`config.mk`:
```
export PLATFORM = sky130hd
export DESIGN_NAME = regfile_8x16_sb
export DESIGN_NICKNAME = d
export VERILOG_FILES = /design/src/rtl/regfile_8x16_sb.sv
export SDC_FILE = /design/constraint.sdc
export NUM_CORES = 1
export LEC_CHECK = 0
export CAP_MARGIN = 20
export CELL_PAD_IN_SITES_DETAIL_PLACEMENT = 2
export CELL_PAD_IN_SITES_GLOBAL_PLACEMENT = 2
export CORE_MARGIN = 1
export CORE_UTILIZATION = 40
export DETAILED_ROUTE_END_ITERATION = 8
export GPL_ROUTABILITY_DRIVEN = 0
export HOLD_SLACK_MARGIN = 0.05
export PLACE_DENSITY = 0.82
export REMOVE_ABC_BUFFERS = 1
export SYNTH_ARGS = -nofsm -noshare
export SYNTH_HDL_FRONTEND = slang
export SYNTH_SLANG_ARGS = --single-unit
```
`constraint.sdc`:
```
create_clock -name clock -period 2.1 [get_ports clock]
set_input_delay 0.42 -clock clock [delete_from_list [all_inputs] [get_ports clock]]
set_output_delay 0.42 -clock clock [all_outputs]
set_load 0.005 [all_outputs]
```
`src/rtl/regfile_8x16_sb.sv`:
```
// regfile_8x16_sb: 8x16 register file with two bypassed read ports, one write-back port and a busy scoreboard
module regfile_8x16_sb #(
    parameter int WIDTH = 16,
    parameter int NREGS = 8,
    parameter int AW    = 3
) (
    input  logic             clock,
    input  logic             reset,
    input  logic [AW-1:0]    rd_addr_a,
    output logic [WIDTH-1:0] rd_data_a,
    input  logic [AW-1:0]    rd_addr_b,
    output logic [WIDTH-1:0] rd_data_b,
    input  logic             issue_valid,
    input  logic [AW-1:0]    issue_dest,
    input  logic             wb_en,
    input  logic [AW-1:0]    wb_addr,
    input  logic [WIDTH-1:0] wb_data,
    output logic             stall,
    output logic [NREGS-1:0] busy_vec
);
    logic [WIDTH-1:0] r_regs [NREGS];
    logic [NREGS-1:0] r_busy;
    logic [NREGS-1:0] w_busy_nxt;
    logic             w_wb_live;
    logic             w_haz_a;
    logic             w_haz_b;
    logic             w_haz_d;
    logic             w_accept;

    assign w_wb_live = wb_en && !reset && wb_addr != '0;
    assign w_haz_a   = r_busy[rd_addr_a] && !(w_wb_live && wb_addr == rd_addr_a);
    assign w_haz_b   = r_busy[rd_addr_b] && !(w_wb_live && wb_addr == rd_addr_b);
    assign w_haz_d   = issue_valid && r_busy[issue_dest] && !(w_wb_live && wb_addr == issue_dest);
    assign stall     = !reset && (w_haz_a || w_haz_b || w_haz_d);
    assign w_accept  = issue_valid && !stall && !reset;
    assign busy_vec  = r_busy;

    // Read ports: R0 is zero, an in-flight write-back is forwarded, else storage
    always_comb begin
        rd_data_a = rd_addr_a == '0 ? '0 : (w_wb_live && wb_addr == rd_addr_a) ? wb_data : r_regs[rd_addr_a];
        rd_data_b = rd_addr_b == '0 ? '0 : (w_wb_live && wb_addr == rd_addr_b) ? wb_data : r_regs[rd_addr_b];
    end

    // Scoreboard next state: a newly accepted producer outranks a completing one
    always_comb begin
        w_busy_nxt = r_busy;
        for (int i = 1; i < NREGS; i++) begin
            w_busy_nxt[i] = (w_accept && issue_dest == AW'(i)) ? 1'b1 :
                            (w_wb_live && wb_addr == AW'(i))   ? 1'b0 : r_busy[i];
        end
        w_busy_nxt[0] = 1'b0;
    end

    // Storage and scoreboard update; reset wipes both and blocks the write
    always_ff @(posedge clock) begin
        if (reset) begin
            for (int i = 0; i < NREGS; i++) r_regs[i] <= '0;
            r_busy <= '0;
        end else begin
            if (w_wb_live) r_regs[wb_addr] <= wb_data;
            r_busy <= w_busy_nxt;
        end
    end
endmodule

```
==> impl_metrics.py <==
metrics = {
    "synth": {
        "ys_seq_area_share_pct": 51.7,
        "synth_area_leaders": "edfxtp_1 (50%), mux4_2 (19%), and2_1 (9.1%)",
        "yosys.area.top_type_share_pct": 49.9,
        "yosysTopAreaCell": "edfxtp_1",
        "yosysUniqueCellTypes": 44,
        "synth_warnings": 0,
        "syn_avg_cell_area_um2": 14.3,
        "syn-cell-area_um2": 7710,
        "syn_inst": 538,
        "ys_ff_latch": 135,
    },
    "power_and_ir_drop": {
        "p_leak_nw": 4.32,
        "ir_drop_v": 0.000564,
        "swShare_pct": 28.1,
        "power.share.clock_pct": 41.4,
        "p_seq_share_pct": 38.6,
        "p_sw_w": 0.00239,
        "p_int_w": 0.00611,
        "p_per_area_nw_per_um2": 748,
        "p_comb_share_pct": 20.0,
    },
    "clock_tree": {
        "clock_sinks": 135,
        "clk_latency_ns": 0.44,
        "cts_tree": "built",
        "cts.clk_slew.worst_paths_ns": 0.07,
        "root_buffer": "clkbuf_16",
        "numCtsBuffers": 17,
        "h-tree-depth": 4,
        "cts_hold_buffers": 0,
        "clockBufferDepth": 2,
    },
    "cells_and_area": {
        "design_area_um2": 11400,
        "drive_gt1_share_pct": 51.6,
        "fillers": 1595,
        "layout_common_cells": "edfxtp_1 (128), and2_1 (112), buf_4 (82), mux4_2 (65), buf_2 (35)",
        "fin_nets": 771,
        "fin_cells": 987,
        "final_common_cell": "edfxtp_1",
        "area_growth_pct": 47.3,
    },
    "worst_setup_path": {
        "critPathRequiredTime_ns": 1.68,
        "start_kind": "register",
        "path_buf_inv": 2,
        "r2r_cells": 8,
        "cp_max_fo": 2,
        "crit_family": "multiplexers",
        "worstPathArrival_ns": 2.04,
        "cp_num_cells": 5,
        "cp_common_cell": "buf_6",
        "crit_chain": "mux4_2, mux2i_4, a211oi_4, buf_6, buf_6",
        "cp_slowest_cell": "mux4_2",
        "path_class": "reg -> out",
        "cp_slowest_stage_delay_ns": 0.56,
        "endpoint_kind": "output port",
    },
    "drt": {
        "highest_layer": "met4",
        "wl_met3_mm": 3.14,
        "viasPerCell": 6.66,
        "routedWlPerCell_um": 40.4,
        "dr.pass1.iters": 5,
        "postRouteAntennaNets": 0,
        "wirelength_mm": 39.9,
        "drc": 0,
        "wl_met2_mm": 20.1,
        "drt-initial-drc-count": 680,
        "vias": 6572,
        "wirelength_met1_mm": 14.9,
    },
    "sta": {
        "setup-violations-final": 33,
        "slew_headroom_pct": 66.4,
        "rsz0062_at_grt": "true",
        "skew_ns": 0.00221,
        "hold_violations": 0,
        "fin_ws_ns": -0.364,
        "report.final.slew_viol_count": 0,
        "fin_crit_sh_pct": 117,
        "min_period_ns": 2.46,
        "fmax_mhz": 406,
        "worstMarginPinSlew_ns": 0.502,
    },
    "floorplan": {
        "io_pins": 73,
        "die_area_um2": 19800,
        "row_count": 50,
        "core-area_um2": 18800,
        "fp.dieH_um": 141,
        "initial_utilization_pct": 41.1,
        "die_width_um": 141,
    },
    "placed_design": {
        "dp_hpwl_mm": 19.5,
        "dp.cells": 919,
        "post_dp_cell_area_um2": 9590,
        "port_buffers": 71,
    },
    "global_routing": {
        "grt_pass1_vias": 7038,
        "antenna_found_initial": 1,
        "grt_pass1_wl_mm": 54.4,
        "globalRouteTotalUtil_pct": 40.3,
        "overflow": 0,
        "grt_max_degree": 28,
    },
    "run_status": {
        "outcome": "finished, violations left",
        "violations": "setup timing",
    },
    "flow_run": {
        "drv_cap": 0,
    },
    "min_path": {
        "whs_path_depth": 2,
        "min_path_type": "in -> reg",
    },
}
-- cell families after synthesis --
| kind of cell | Yosys count | synth area share [%] |
|---|---|---|
| and+or+nand+nor | 186 | 14.0 |
| DFF | 135 | 51.7 |
| muxes | 104 | 24.2 |
| buffers and inverters | 54 | 3.68 |
| AOI/OAI and AO/OA | 49 | 5.39 |
| xor gates and xnor gates | 9 | 1.02 |
| other | 1 | 0.0486 |
-- state kept, by name, indices dropped and copies added (netlist names) --
name      flops
r_regs      128
busy_vec      7
-- area by class of cell --
cell class	instances	area, um^2	area share (%)
Timing Repair Buffer	212	2250	19.9
Clock buffer	18	429	3.78
Multi-Input combinational cell	365	4130	36.4
Tap cell	234	293	2.58
Inverter	8	30.0	0.265
Antenna cell	1	2.50	0.0220
Clock inverter	14	223	1.96
Sequential cell	135	3990	35.1
-- metrics by stage --
stage / total power, W / util [%] / setup TNS [ns] / hold WS [ns] / worst slack (ns)
detailed placement: 0.00460 / 51.1 / -68.87 / 0.643 / -1.02
CTS: 0.00818 / 59.1 / -5.63 / 0.588 / -0.245
global placement: 0.00450 / 51.1 / -42.65 / 0.602 / -0.918
global route: 0.00859 / 60.5 / -8.12 / 0.588 / -0.381
finish: 0.00849 / 60.5 / -7.45 / 0.595 / -0.364
floorplan: 0.00375 / - / -2.56 / 0.518 / -0.168
-- routing by layer --
metal	up-vias	GRT usage [%]
li1	2471	-
met1	3507	49.9
met2	482	67.2
met3	112	8.08
met4	0	20.3
met5	-	0
-- timing repair --
action | in CTS | in global routing
resized for setup | 300 | 45
setup endpoints to repair | 33 | 33
buffers inserted | 24 | 6
pin swaps | 38 | 24
gates cloned | 8 | 3
-- Yosys cell counts, drive strengths merged --
cell type  instances
edfxtp           128
and2             112
mux4              65
nor2              46
mux2i             34
a211oi            32
buf               32
clkbuf            14
inv                8
dfxtp              7
xnor2              6
a32o               5
mux2               5
nand2b             4
nor2b              4
nor3               4
a221oi             3
nand2              3
nor3b              3
xor2               3
a311oi             2
and3               2
and4b              2
nand4              2
a211o              1
a21o               1
a21oi              1
a22o               1
a22oi              1
a31o               1
and4               1
conb               1
nor4               1
nor4bb             1
o31a               1
or2                1
-- worst reg2reg max path, stage by stage, from the launching register on --
cell	delay, ns
dfxtp_2	0.39
mux2_2	0.19
a221oi_2	0.06
a211o_1	0.33
buf_4	0.16
buf_4	0.12
buf_4	0.14
nand2b_4	0.16
a32o_1	0.27
-- power by group through the flow --
stage / clock, W / combinational, W / sequential [W]
2_1_floorplan: 0 / 0.000527 / 0.00322
3_3_place_gp: 0 / 0.00126 / 0.00324
3_5_place_dp: 0 / 0.00132 / 0.00328
4_1_cts: 0.00343 / 0.00151 / 0.00324
5_1_grt: 0.00357 / 0.00174 / 0.00328
6_report: 0.00351 / 0.00170 / 0.00328
-- path summary, 6_finish.rpt --
path / startpoint / endpoint / slack, ns
setup / recovery: r_regs[5][5] / rd_data_b[5] / -0.36
hold / removal: reset / r_regs[0][7] / 0.59
setup reg to reg: busy_vec[3] / busy_vec[5] / 0.16
hold reg to reg: busy_vec[6] / busy_vec[6] / 0.71
No activity file was read; power rests on OpenSTA's default activity.
